--- config.mk ---
export PLATFORM = sky130hd
export DESIGN_NAME = pipelined_addsub
export DESIGN_NICKNAME = d
export VERILOG_FILES = /design/src/rtl/pipelined_addsub.sv
export SDC_FILE = /design/constraint.sdc
export NUM_CORES = 1
export LEC_CHECK = 0
export ABC_AREA = 1
export BUFFER_PORTS_ARGS = -buffer_cell sky130_fd_sc_hd__clkbuf_2
export CAP_MARGIN = 30
export CORE_UTILIZATION = 59
export DETAILED_ROUTE_END_ITERATION = 16
export GPL_ROUTABILITY_DRIVEN = 0
export PLACE_DENSITY = 0.8
export SYNTH_ARGS = -nofsm -noshare
export SYNTH_HDL_FRONTEND = slang
export SYNTH_SLANG_ARGS = --single-unit
--- constraint.sdc ---
create_clock -name clk -period 5.98 [get_ports clk]
set_clock_uncertainty 0.15 [all_clocks]
set_input_delay 1.196 -clock clk [delete_from_list [all_inputs] [get_ports clk]]
set_output_delay 1.196 -clock clk [all_outputs]
set_load 0.05 [all_outputs]
--- src/rtl/pipelined_addsub.sv ---
// pipelined_addsub
//
// Pipelined two's-complement adder/subtractor for the ALU datapath.
// The WIDTH-bit operation is split into STAGES chunks of CHUNK bits each.
// Stage k resolves chunk k and registers its carry for stage k+1. The longest
// combinational path is therefore one CHUNK-bit ripple rather than a
// WIDTH-bit ripple.
//
// Parameters
//   WIDTH      operand/result width in bits
//   STAGES     pipeline depth; must divide WIDTH exactly
//
// Ports
//   clk        rising-edge clock
//   reset      synchronous, active-low reset (0 = reset)
//   in_valid   operand bundle presented
//   in_ready   bundle is accepted this cycle (= !out_valid | out_ready)
//   a, b       operands
//   sub        0 = a + b, 1 = a - b
//   out_valid  result and flags are valid
//   out_ready  consumer takes the result this cycle
//   result     sum or difference, modulo 2^WIDTH
//   cout       carry out of the MSB (for subtract, 1 = no borrow)
//   overflow   signed overflow
//   negative   result MSB
//   zero       result == 0
module pipelined_addsub #(
    parameter int WIDTH  = 64,
    parameter int STAGES = 4
) (
    input  logic             clk,
    input  logic             reset,
    input  logic             in_valid,
    output logic             in_ready,
    input  logic [WIDTH-1:0] a,
    input  logic [WIDTH-1:0] b,
    input  logic             sub,
    output logic             out_valid,
    input  logic             out_ready,
    output logic [WIDTH-1:0] result,
    output logic             cout,
    output logic             overflow,
    output logic             negative,
    output logic             zero
);

    localparam int CHUNK = WIDTH / STAGES;

    if ((STAGES < 1) || (WIDTH % STAGES != 0)) begin : g_param_check
        $error("pipelined_addsub: STAGES must be >= 1 and divide WIDTH exactly");
    end

    // One pipeline register set per stage. The operand fields carry the
    // still-unresolved upper bits forward. The res field accumulates the
    // completed lower bits. carry is the carry out of this stage's chunk.
    // c_msb_in is meaningful only in the final stage.
    typedef struct packed {
        logic             vld;
        logic [WIDTH-1:0] opa;
        logic [WIDTH-1:0] opb;
        logic [WIDTH-1:0] res;
        logic             carry;
        logic             zero;
        logic             c_msb_in;
    } stage_t;

    stage_t stage_q [STAGES];
    stage_t stage_d [STAGES];
    stage_t src;
    logic [CHUNK:0] csum;
    logic advance;

    // The whole pipeline moves as one unit. While the final stage holds an
    // unconsumed result, everything freezes, including bubbles.
    assign advance  = !stage_q[STAGES-1].vld | out_ready;
    assign in_ready = advance;

    // Next-state value for every stage. Stage 0 takes the pre-inverted B
    // operand and uses carry-in = sub. Each later stage adds its chunk using
    // the carry registered by the stage before it.
    always_comb begin
        src  = '0;
        csum = '0;
        for (int k = 0; k < STAGES; k++) begin
            if (k == 0) begin
                src.vld      = in_valid;
                src.opa      = a;
                src.opb      = b ^ {WIDTH{sub}};
                src.res      = '0;
                src.carry    = sub;
                src.zero     = 1'b1;
                src.c_msb_in = 1'b0;
            end else begin
                src = stage_q[(k == 0) ? 0 : k - 1];
            end
            csum = {1'b0, src.opa[k*CHUNK +: CHUNK]}
                 + {1'b0, src.opb[k*CHUNK +: CHUNK]}
                 + {{CHUNK{1'b0}}, src.carry};
            stage_d[k]                        = src;
            stage_d[k].res[k*CHUNK +: CHUNK]  = csum[CHUNK-1:0];
            stage_d[k].carry                  = csum[CHUNK];
            stage_d[k].zero                   = src.zero & (csum[CHUNK-1:0] == '0);
            // The carry into a bit position equals sum ^ a ^ b at that
            // position. Applied to the top bit of the chunk, this gives the
            // carry into the MSB for the final stage.
            stage_d[k].c_msb_in = csum[CHUNK-1]
                                ^ src.opa[k*CHUNK + CHUNK - 1]
                                ^ src.opb[k*CHUNK + CHUNK - 1];
        end
    end

    // Only valid operations overwrite a stage's payload. As a result, the
    // final-stage result and flags keep their last values across bubbles.
    always_ff @(posedge clk) begin
        if (!reset) begin
            for (int k = 0; k < STAGES; k++) begin
                stage_q[k] <= '0;
            end
        end else if (advance) begin
            for (int k = 0; k < STAGES; k++) begin
                if (stage_d[k].vld) begin
                    stage_q[k] <= stage_d[k];
                end else begin
                    stage_q[k].vld <= 1'b0;
                end
            end
        end
    end

    assign out_valid = stage_q[STAGES-1].vld;
    assign result    = stage_q[STAGES-1].res;
    assign cout      = stage_q[STAGES-1].carry;
    assign overflow  = stage_q[STAGES-1].carry ^ stage_q[STAGES-1].c_msb_in;
    assign negative  = stage_q[STAGES-1].res[WIDTH-1];
    assign zero      = stage_q[STAGES-1].zero;

endmodule

* After elaboration in Yosys (flattened, before gate mapping)
Memory sizes are Yosys's and may differ from the RTL's.
Cells that the tools add are included.
** Word-level totals
- Memories :: 1
- RAM bits :: 784
- Output and inout bits :: 70
- Register bits :: 0
- Bits of input ports :: 133
- Logic and storage cells :: 77
** Cells by class
- Add/subtract/negate cells :: 8
- Bitwise logic cells :: 22
- Reduce and logical (&&, ||, !) cells :: 5
- Mux-type cells :: 41
** Memories
- stage_q :: words 4, bits a word 196, rd ports 4, clocked after Yosys merged registers in 0, write ports 4, RTL line 67 : stage_t stage_q [STAGES];
** Operators by type and width (number)
- 2-to-1 mux 196 bit :: 4
- adder 16 x 16 -> 17 bit :: 4
- adder 17 x 1 -> 17 bit :: 4
- logical NOT 16 bit :: 4
- XOR 64 bit :: 1
- 2-to-1 mux 1 bit :: 37
- bitwise OR 1 bit :: 9
- XOR 1 bit :: 9
- AND 1 bit :: 3
- logical NOT 1 bit :: 1

* Depth between registers and ports, before layout
Gate-level depths: netlist (run 1).
An unclocked memory read counts as a cell.
- Depth in word-level cells :: 8
- Mapped depth :: 16
- Gate-level depth less buffers :: 15

* Least setup slack after synthesis (run 1)
Ideal clock, no wire load.
- Path type :: input -> register
- Start point :: in out_ready
- End point :: mem stage_q[0][100] (netlist name), enable pin
- Arrival :: 3.597 ns
- Setup time :: 1.028 ns
- Setup slack :: 1.205 ns
- Path buffers :: 0
- Stages :: 4
- Data required time :: 4.802 ns
- Cell sequence :: inv_1 nand2_2 nand2_1 nand2_1
** RTL lines
- from (decl) :: RTL line 39 : input logic out_ready,
- to (decl) :: RTL line 67

* Worst setup path after layout (run 1)
- Start point :: in out_ready
- End point :: out in_ready
** Between the ends
- Longest elaborated chain between the ends :: 1
** RTL lines
- bitwise OR 1 bit :: RTL line 75 : assign advance = !stage_q[STAGES-1].vld | out_ready;
- to (decl) :: RTL line 34 : output logic in_ready,
Every way passes these cells.

==> results.txt, run 1 <==
- In this run the core area contains 64 standard-cell rows.
- Cell family with most CP delay: buffers and inverters
- Worst Path Buf+Inv: 3
- Post-cts resize count: 0
* Number of buffers inserted for hold repair after clock tree synthesis: 0
* Clock slew seen by the registers of the worst setup and hold paths: 0.06 ns
- Final HPWL DP: ~24 mm
* Post-synthesis register bit count: about 370
* Placed cells: between 2000 and 2500
* Overflow after GRT: 0
- Traced cell by cell, the critical path runs through clkbuf_2 > inv_1 > nand2_2 > clkbuf_2.
- After detailed routing, the average wire length per cell comes to 13.43 um.
- Flip-flop cell with the highest count after synthesis: edfxtp_1
* Wire length of the first global-routing pass: 53.45 mm
* Fraction of registers with async set or reset after synthesis: 0
* Area occupied by registers: roughly 11000 um2
* Number of H-tree branching levels: 2
* IO Pins: between 200 and 250
- Critical path class: in2out
- No sink is reached through more buffers than the 3 on the longest clock path.
- Count of distinct cell types in the synthesized netlist: 30
- Overall track demand over capacity in global routing: 0.2115
* Starting density of the core: 0.6016
* Crit end category: primary output
- In this run, synthesis inferred approximately 370 flip-flops with an integrated enable.
- Clock latency reported for the late side of the worst-skew pair: ~0.52 ns
- Post-layout minimum cycle time: around 3.2 ns
- Post-CTS Repair Setup Buffers: 0
- The initial antenna violation count was 0.
- Maximum resistive drop on vdd: 0.0002362 V
- Die Ht: between 150 and 200 um
- Portion of the post-synthesis area used by sequential elements: 0.5941
* Flip-flop count of the largest register after layout: 365
- Final antenna-violating net count: 0
* Number of sinks handled by clock tree synthesis: ~370
* Cells after synthesis: around 1900
* Number of global-route vias before repair: between 10000 and 15000
* Total wirelength of the detailed-routed design: about 33 mm
- During placement, the flow inserted port buffers numbering 202.
- Static timing analysis puts the maximum clock frequency at 0.3078 GHz.
- TritonCTS clock tree: built
* Share of post-route cells with drive strength above 1: 0.1312
* Pins over their slew limit: 0
- At the pin with the least slew margin, the transition time is around 0.9 ns.
* Horiz. Die Dim: between 150 and 200 um
* Leakage power of the design: approximately 9.5 nW
- DRC violation count after routing: 0
- Largest registers in the final layout: stage_q: 365 flops
- Slowest Stage Delay on Critical Path: 0.33 ns
- Required time of the critical path: around 4.6 ns
* Number of buffers created by CTS: 37
- Critical path startpoint category: input port
* Final hold violation count: 0
* Area growth from synthesis to layout: 11.20%
- DRC marker count from the first detailed-route iteration: 843
* Pin count of the biggest net entering global routing: a little under 70
- Summed over all failing endpoints, the final setup total negative slack is 0 ns.
* Max-cap check violation count: 0
- Dividing the final minimum period by the clock period gives 0.5432.
- Total iterations of the first detailed-routing run: 6
- Mean instance size in the synthesized netlist: around 9.6 um2
* Total die area: between 30000 and 40000 um2
* Layout fillers: ~2400
* Number of synthesis warnings: 0
* Final setup violation count: 0
* Clock Tree Root: clkbuf_16
* Register name with the most flops: stage_q
* Placeable core region: slightly above 30000 um2
- Filler-free cell count of the finished design: 2478
- The number of nets in the synthesized netlist is about 2100.
- Crit-path max FO: 8
- Total Nets Final: 2255
* Number of vias in the routed layout: 12350
* Cell repeated most along the worst path: clkbuf_2
- The multi-input combinational cells in the finished layout cover a total of 5475 um2.
- The run finished with clean final reports.
- Hold Crit Class: reg2reg
- Power density over the cells: 292.5 nW/um2
- The worst pin sits at a relative slew slack of 0.4021.
- In this run the cell area of the synthesized design comes to 18450 um2.
- Data arrives at the worst endpoint at approximately 1.9 ns.
- Setup repair after global routing left no endpoint under its margin.
- Library cell contributing the largest single delay on the critical path: clkbuf_2
- After detailed routing, the number of vias per cell comes to 4.984.
## per-layer routing
metal	vias up	track usage	wire, um	share of wire
li1	6257	-	-	-
met1	5631	0.2543	13680	0.41
met2	367	0.3750	16650	0.50
met3	95	0.03244	1661	0.050
met4	0	0.09251	1282	0.039
met5	-	0	0	0
## final cells by class
cell class	instances	share of cell area
Tap cell	396	0.02415
Antenna cell	1	0.0001220
Multi-Input combinational cell	1074	0.2669
Timing Repair Buffer	211	0.05464
Clock buffer	51	0.04977
Clock inverter	14	0.003171
Sequential cell	365	0.5342
Inverter	366	0.06702
## stage by stage
step | hold slack (ns) | util | setup slack, ns | instance area (um2) | total power [mW]
global route | 0.3985 | 0.6689 | 2.603 | 20510 | 6.265
CTS | 0.3708 | 0.6689 | 2.740 | 20510 | 6.046
floorplan | 0.3692 | - | 1.205 | 18450 | 3.769
finish | 0.3772 | 0.6689 | 2.732 | 20520 | 6.001
detailed placement | 0.3792 | 0.6334 | 2.281 | 19430 | 3.959
global placement | 0.3697 | 0.6317 | 2.361 | 19370 | 3.922
## cells in the mapped netlist (4+ instances only)
cell | n | area [um2]
a21o_1 | 4 | 30.03
a21oi_1 | 60 | 300.3
buf_1 | 4 | 15.01
buf_2 | 31 | 155.2
buf_4 | 65 | 488.0
clkbuf_1 | 10 | 37.54
edfxtp_1 | 365 | 10960
fa_1 | 7 | 140.1
ha_1 | 60 | 750.7
inv_1 | 364 | 1366
nand2_1 | 294 | 1104
nand3_1 | 81 | 405.4
nand3b_1 | 12 | 90.09
nand4_1 | 10 | 62.56
nor2_1 | 437 | 1640
nor3_1 | 4 | 20.02
o21ai_0 | 6 | 30.03
o21bai_1 | 9 | 67.56
xnor2_1 | 52 | 455.4
xor2_1 | 24 | 210.2
## logic make-up (layout without fill, tap and decap cells)
group,after synthesis,in the layout,synth area share
AOI/OAI and AO/OA,85,85,0.02625
xor gates and xnor gates,76,76,0.03608
adders and majority gates,67,67,0.04828
buffers and inverters,476,642,0.1122
DFF,365,365,0.5941
other,0,1,0
and+or+nand+nor,846,846,0.1832
## power by group
group | leakage, nW | total (mW) | internal [mW] | switching, mW
logic | 5.11 | 0.853 | 0.271 | 0.582
registers | 3.90 | 3.06 | 3.00 | 0.0547
clock network | 0.525 | 2.09 | 1.19 | 0.898
## cell usage in the layout (no fill, tap or decap)
cell          n
xnor2_1      52
nand2_1     290
fa_1          7
clkbuf_1     12
edfxtp_1    365
and2_1        1
nand3b_1     12
buf_16        2
nor2_2        1
or2_1         1
a31oi_1       1
xor2_1       24
nand3_2       2
clkbuf_16    39
o21ai_0       6
inv_6         1
clkinvlp_4    1
nor2_1      437
nand2_4       4
nand4_1      10
nand2_2       3
a21oi_2       3
buf_4         8
clkinv_1      9
nor3_1        4
diode_2       1
inv_2         1
nand3_4       2
o21ai_4       1
a21oi_1      60
inv_1       364
clkinv_2      4
o21bai_1      9
a21o_1        4
nand3_1      79
ha_1         60
clkbuf_2    201
o21a_1        1
## worst paths after layout
kind	to	startpoint	slack, ns	cells after the start
max	in_ready	out_ready	2.73	4
min reg2reg	stage_q[2][129]	stage_q[1][129]	0.38	2
max reg2reg	stage_q[0][171]	stage_q[3][195]	3.07	6
min	stage_q[2][129]	stage_q[1][129]	0.38	2
## worst min-delay path, cell delays in order, from the launching register on
cell and delay [ns]:
edfxtp_1 0.31, inv_1 0.04, nor2_1 0.08
(Power assumes the default switching activity.)
==> inputs of run 2 (changes only) <==
- ABC_AREA: 1 -> 0
- CORE_UTILIZATION: 59 -> 53
- PLACE_DENSITY: 0.8 -> 0.76
- clock period: 5.98 -> 2.8 ns (I/O delays scaled with it)
==> results.txt, run 2 <==
- Timing would allow up to around 0.32 GHz.
- Post-route worst setup slack: -0.2885 ns (-3.020 ns)
- Area growth from synthesis to layout: 20.24%
- Clock slew seen by the registers of the worst setup and hold paths: 0.06 ns (about the same)
* Placeable core region: 31800 um2 (+3.7%)
- The H-tree depth was 2 (unchanged).
- Number of global-route vias before repair: 9790 (-16%)
* Total Nets Final: 1760 (-22%)
- The worst setup path is launched from a flip-flop.
- Leakage power of the design: 8.566 nW (-10%)
- Crit-path max FO: 3 (-5)
- The power density over cell area is 638.7 nW/um2 (+120%).
- DR WL met2: 14.04 mm (-16%)
- Clock latency reported for the late side of the worst-skew pair: 0.52 ns (about the same)
* Total die area: 33280 um2 (+4.0%)
- Number of synthesized flops with an enable pin: 365 (unchanged)
- Largest registers in the final layout: stage_q: 365 flops
- The run finished, with violations left.
* Fin crit share: 1.103
* Register name with the most flops: stage_q
* Clock Tree Root: clkbuf_16
* Unrepaired setup endpoints after global routing: yes
- Overall track demand over capacity in global routing: 0.1909 (-0.02054)
- Max-cap check violation count: 0 (unchanged)
* Failing checks: negative setup slack
- After detailed routing, no signal wire sits above met4.
- The first-pass GRT wire length came to 50.34 mm (-5.8%).
- Count of distinct cell types in the synthesized netlist: 63 (+110%)
* Final hold violation count: 0 (unchanged)
* Worst slack at placement: -0.6216 ns (-2.902 ns)
* Most frequent cells in the layout: edfxtp_1 (365), and2_1 (256), clkbuf_2 (201)
* IO Pins: 203 (unchanged)
- The total vias in the final route is 10110 (-18%).
- In the synthesized netlist, the cells that appear most often are edfxtp_1 (365), and2_1 (256), nor2_1 (124).
* Overall power consumption: 13.25 mW (+120%)
- The residual antenna-violating net count after detailed routing is 0 (unchanged).
* Crit end category: flip-flop
- The actual transition at the worst max-transition pin came to 0.6810 ns (-0.2158 ns).
- The number of flip-flops under the largest register name is 365 (unchanged).
- The residual DRC count was 0 (unchanged).
* WL per Instance: 15.92 um (+19%)
- TritonCTS built the clock tree.
* Post-synthesis register bit count: 365 (unchanged)
- Final HPWL DP: 22.28 mm (-6.3%)
- Starting density of the core: 0.5426 (-0.05903)
- Max Root-Sink Buffers: 3 (unchanged)
- Share of post-route cells with drive strength above 1: 0.2826 (+0.1515)
* Number of synthesis warnings: 0 (unchanged)
* Most repeated cell in the gate-level netlist after synthesis: edfxtp_1
* Required time of the critical path: 2.97 ns (-1.66 ns)
* Number of sinks handled by clock tree synthesis: 365 (unchanged)
- The met1 routed wirelength after detailed routing was 15.68 mm (+15%).
- The signal arrival time at the worst endpoint came to 3.25 ns (+1.35 ns).
* DRC marker count from the first detailed-route iteration: 810 (-3.9%)
- Hold Crit Class: in2reg
- The total wire length is 32.18 mm (-3.3%).
- The met3 wire length was 1.795 mm (+8.1%).
* Per-cell via count in the routed design: 5.003 (+0.38%)
- Die Ht: 182.4 um (+2.0%)
- The critical path in this run is classified as reg2reg.
- The per-instance average area after synthesis came to 13.17 um2 (+37%).
- The layout filler cell count was 2303 (-5.0%).
* Relative slew slack: 0.5460 (+0.1439)
- Total iterations of the first detailed-routing run: 5 (-1)
- The number of clock buffers inserted by TritonCTS was 37 (unchanged).
- Maximum resistive drop on vdd: 0.0003674 V (+56%)
- Commonest non-fill, non-tap cell in the layout: edfxtp_1
- The most used flip-flop cell after synthesis is edfxtp_1.
- Pins over their slew limit: 0 (unchanged)
* Cells after synthesis: 1310 (-32%)
* Portion of the post-synthesis area used by sequential elements: 0.6353 (+0.04123)
* Buffers on Ports: 202 (unchanged)
- The pin count of the biggest net entering global routing is 85 (+25%).
* Hold path startpoint: a[54]
* Area contributors post-synth: edfxtp_1 (64%), and2_1 (9.3%), ha_1 (4.4%), xnor2_1 (3.7%), buf_4 (2.8%)
* Overflow after GRT: 0 (unchanged)
- Final setup violation count: 8 (+8)
- The routed design could run at a clock period as short as between 3 and 4 ns.
- Launch point of the critical path: stage_q[0][2]
* Portion of synthesized cell area occupied by the leading cell type: 0.6353 (+0.04123)
- The net count after synthesis came to 1510 (-29%).
- The startpoint identified for the worst register-to-register timing path is stage_q[0][2].
- The total number of placement rows was 65 (+1.6%).
- Post-synth design cell area: 17250 um2 (-6.5%)
* Horiz. Die Dim: 182.4 um (+2.0%)
* Dominant cell type by area after synthesis: edfxtp_1
- Antenna violations before repair: 1 (+1)
- Fraction of registers with async set or reset after synthesis: 0 (unchanged)
## run 2: cell count changes in the layout (fill, tap and decap cells not counted), moves of 16 or more
cell / delta
nor2_1: -314
buf_4: +100
xnor2_1: +16
nand3_1: -69
a21oi_1: -29
nand2_1: -266
inv_1: -336
and2_1: +255
## run 2: final timing paths
kind	end	slack, ns	cells after the start
setup / recovery	stage_q[1][1]	-0.29	12
hold / removal	stage_q[0][185]	0.17	2
setup reg to reg	stage_q[1][1]	-0.29	12
hold reg to reg	stage_q[1][179]	0.35	1
## run 2: layout make-up
class	count	area (um2)	share of cell area
flip-flops and latches	365	10960	0.5283
multi-input cells	804	5976	0.2881
clock inverters	15	115.1	0.005549
diodes	1	2.502	0.0001206
clock buffers	49	1013	0.04885
inverters	31	116.4	0.005609
well taps	435	544.3	0.02624
repair buffers	321	2017	0.09723
## run 2: timing repair
item,in CTS,in global routing
setup buffers,11,10
resized for setup,40,47
hold buffers,0,0
endpoints found under the hold margin,0,0
endpoints found under the setup margin,17,27
pin swaps,28,41
## run 2: power by group
| part | internal, mW | leakage [nW] | switching, mW | total (mW) |
|---|---|---|---|---|
| Combinational | 0.934 | 4.10 | 1.20 | 2.13 |
| Sequential | 6.42 | 3.90 | 0.113 | 6.53 |
| Clock | 2.65 | 0.557 | 1.94 | 4.59 |
## run 2: kinds of logic after synthesis
| logic type | share of synthesized area |
|---|---|
| AOI/OAI and AO/OA | 0.05562 |
| xor gates and xnor gates | 0.05816 |
| adders and majority gates | 0.05164 |
| buffers and inverters | 0.04504 |
| DFF | 0.6353 |
| muxes | 0.001305 |
| and+or+nand+nor | 0.1529 |
## run 2: critical path, stage by stage (launching register included)
cell and delay, ns:
edfxtp_1 0.41, fa_2 0.44, inv_2 0.08, fa_2 0.19
nand2b_4 0.14, a31oi_4 0.12, o21ai_2 0.22, nor3b_2 0.23
buf_4 0.15, o2111ai_1 0.09, and4b_1 0.27, nand4_1 0.17
a2111oi_4 0.25
## run 2: metrics by stage
stage               instances    util  hold WS, ns  area, um2  setup TNS [ns]
global placement         1940  0.6002       0.3505      19080          -4.702
detailed placement       1940  0.6002       0.3514      19080          -6.258
CTS                      2015  0.6444       0.1502      20490          -1.595
finish                   2021  0.6524       0.1693      20740          -1.157
floorplan                1310       -       0.3467      17360          -1.691
global route             2020  0.6523       0.1520      20740          -2.594
## run 2: per-layer routing
layer / vias up / global-route usage
met2: 285 / 0.2823
li1: 5064 / -
met3: 48 / 0.03173
met4: 0 / 0.05479
met5: - / 0
met1: 4714 / 0.2909
==> inputs of run 3 (changes only) <==
- CORE_MARGIN: not set -> 2
==> results.txt, run 3 (synthesized netlist as in run 2, its figures left out) <==
* Pins over their slew limit: 0 (unchanged)
* Layout fillers: 2348 (+2.0%)
* Overall track demand over capacity in global routing: 0.1893 (-0.001603)
- The worst setup path is launched from a flip-flop.
- DRC violation count after routing: 0 (unchanged)
* TritonCTS clock tree: built
- Maximum resistive drop on vdd: 0.0004103 V (+12%)
- Clock Tree Root: clkbuf_16
* Total die area: 34010 um2 (+2.2%)
- Largest registers in the final layout: stage_q: 365 flops
* Most frequent cells in the layout: edfxtp_1 (365), and2_1 (256), clkbuf_2 (200)
- The total wire length came to 32.25 mm (+0.21%).
* Unrepaired setup endpoints after global routing: yes
- The residual antenna-violating net count after detailed routing is 0 (unchanged).
- Library cell contributing the largest single delay on the critical path: fa_2
- The signal on the critical path passes through fa_2 > inv_2 > fa_2 > nor2b_2 > o31a_1 > o21a_1 > nor3_1 > o2111ai_1 > nor3_1 > nand4_1 > nor4_2.
- Number of H-tree branching levels: 2 (unchanged)
- The share of the clock period used by the worst path after layout came to 1.103 (about the same).
* Crit Reg-Reg Endpoint: stage_q[3][1]
- Antenna Cells: 0 (-1)
- Leakage power of the design: 8.584 nW (+0.20%)
- The insertion delay of the later-clocked pin in the worst-skew pair came to 0.51 ns (about the same).
* Failing checks: negative setup slack
- Antenna violations before repair: 0 (-1)
- Terminating pin of the worst hold path: stage_q[0][183]
- The number of hold violations in the final report was 0 (unchanged).
- The critical path data required time is 3.00 ns (+0.03 ns).
- The register-to-register setup slack came to -0.29 ns (about the same).
- Slew at the pin with the worst max-slew slack: 0.6949 ns (+0.01386 ns)
* Number of sinks handled by clock tree synthesis: 365 (unchanged)
- Commonest non-fill, non-tap cell in the layout: edfxtp_1
* FF-to-FF Start: stage_q[2][179]
- IO Pins: 203 (unchanged)
- The fraction of final layout cells with drive strength greater than 1 is 0.2806 (-0.002070).
- The final critical-path setup slack was -0.2881 ns (+0.0003880 ns).
- In this run the most critical hold path is launched from a[52].
* Die Ht: 184.4 um (+1.1%)
* Power density over the cells: 644.1 nW/um2 (+0.84%)
- Worst hold slack: 0.1710 ns (+0.001665 ns)
- Flip-flop count of the largest register after layout: 365 (unchanged)
* Placeable core region: 32290 um2 (+1.5%)
- The total of hold buffers inserted after clock tree synthesis came to 0 (unchanged).
- The number of max-capacitance violations reported came to 0 (unchanged).
* Slowest Stage Delay on Critical Path: 0.44 ns (about the same)
- The multi-input combinational cell area came to 5966 um2 (-0.17%).
- The number of detailed-routing iterations run before antenna repair came to 5 (unchanged).
* Post-layout minimum cycle time: 3.088 ns (-0.0003880 ns)
- Total Nets Final: 1761 (+0.057%)
- Horiz. Die Dim: 184.4 um (+1.1%)
- Crit end category: flip-flop
* Register name with the most flops: stage_q
* Number of global-route vias before repair: 10010 (+2.3%)
- The number of clock buffers inserted by TritonCTS came to 36 (-2.7%).
- The run finished, with violations left.
- The final global-route overflow total was 0 (unchanged).
- Row count: 66 (+1.5%)
* Final HPWL DP: 22.58 mm (+1.3%)
- The ratio of routed vias to standard cells was 5.018 (+0.31%).
- DRC marker count from the first detailed-route iteration: 741 (-8.5%)
- Area growth from synthesis to layout: 20.52%
- The relative slew slack is 0.5368 (-0.009241).
- The average wire per cell in the routed design came to 15.90 um (-0.13%).
- Arrival time worst endpoint: 3.28 ns (+0.03 ns)
* Wire length of the first global-routing pass: 50.81 mm (+0.95%)
- The path depth of the worst reg2reg path came to 11 (-1).
* Pin count of the biggest net entering global routing: 85 (unchanged)
- Number of stages on the worst hold path: 2 (unchanged)
- The clock transition at the register clock pins on the worst setup and hold paths after CTS was 0.06 ns (about the same).
- Area occupied by registers: 10960 um2 (unchanged)
- The effective utilization at floorplan is 0.5343 (-0.008221).
* Post-layout instance area: 20790 um2 (+0.23%)
* Hold Crit Class: in2reg
- Critical path class: reg2reg
* Buffers on Ports: 202 (unchanged)
- The post-placement cell area is 19130 um2 (+0.22%).
* Max Root-Sink Buffers: 3 (unchanged)
* Fin util: 0.6440 (-0.008412)
- Crit-path max FO: 3 (unchanged)
- Final setup violation count: 11 (+3)
* Number of vias in the routed layout: 10180 (+0.65%)
- Highest attainable clock frequency: 0.3238 GHz (about the same)
## run 3: worst max path at each step
| stage | from | endpoint | slack [ns] | cells past startpoint |
|---|---|---|---|---|
| after floorplan | sub | stage_q[0][1] | -0.57 | 12 |
| after global placement | stage_q[0][83] | stage_q[1][1] | -0.58 | 12 |
| after detailed placement | sub | stage_q[0][1] | -0.59 | 12 |
| after CTS | stage_q[0][2] | stage_q[1][1] | -0.25 | 12 |
| after global routing | stage_q[2][179] | stage_q[3][1] | -0.47 | 12 |
| final | stage_q[2][179] | stage_q[3][1] | -0.29 | 11 |
## run 3: worst max-delay path: cells and delay by family (launching register included)
| kind | cells | cell delay [ns] |
|---|---|---|
| DFF | 1 | 0.40 |
| and+or+nand+nor | 5 | 0.97 |
| adders and majority gates | 2 | 0.65 |
| AOI/OAI and AO/OA | 3 | 0.68 |
| buffers and inverters | 1 | 0.07 |
## run 3: metrics by stage
stage / total power, mW / setup slack [ns] / std cells / TNS [ns]
floorplan: 7.859 / -0.5697 / 1310 / -1.691
global placement: 8.516 / -0.5751 / 1953 / -4.408
detailed placement: 8.578 / -0.5943 / 1953 / -6.206
CTS: 13.38 / -0.2473 / 2022 / -1.150
global route: 13.93 / -0.4675 / 2028 / -2.739
finish: 13.39 / -0.2881 / 2028 / -1.301
## run 3: what timing repair did
action	CTS	global route
gates resized for setup	33	49
pin swaps	29	42
setup endpoints to repair	17	25
buffers inserted	7	6
## run 3: area by class of cell
cell class	instances	share of cell area
multi-input cells	804	0.2869
clock inverters	16	0.009087
well taps	442	0.02660
clock buffers	47	0.04736
inverters	31	0.005596
repair buffers	323	0.09730
flip-flops and latches	365	0.5271
## run 3: layer usage
layer  vias up  global-route usage  part of all wire
met5         -                   0                 0
met4         0             0.05440             0.025
met3        62             0.03122             0.056
met2       321              0.2802              0.43
met1      4741              0.2895              0.49
li1       5053                   -                 -
## run 3: power by group
part	leakage, nW	switching, mW	internal (mW)
clock network	0.566	1.91	2.85
registers	3.90	0.114	6.42
logic	4.11	1.19	0.908
total	8.58	3.21	10.2
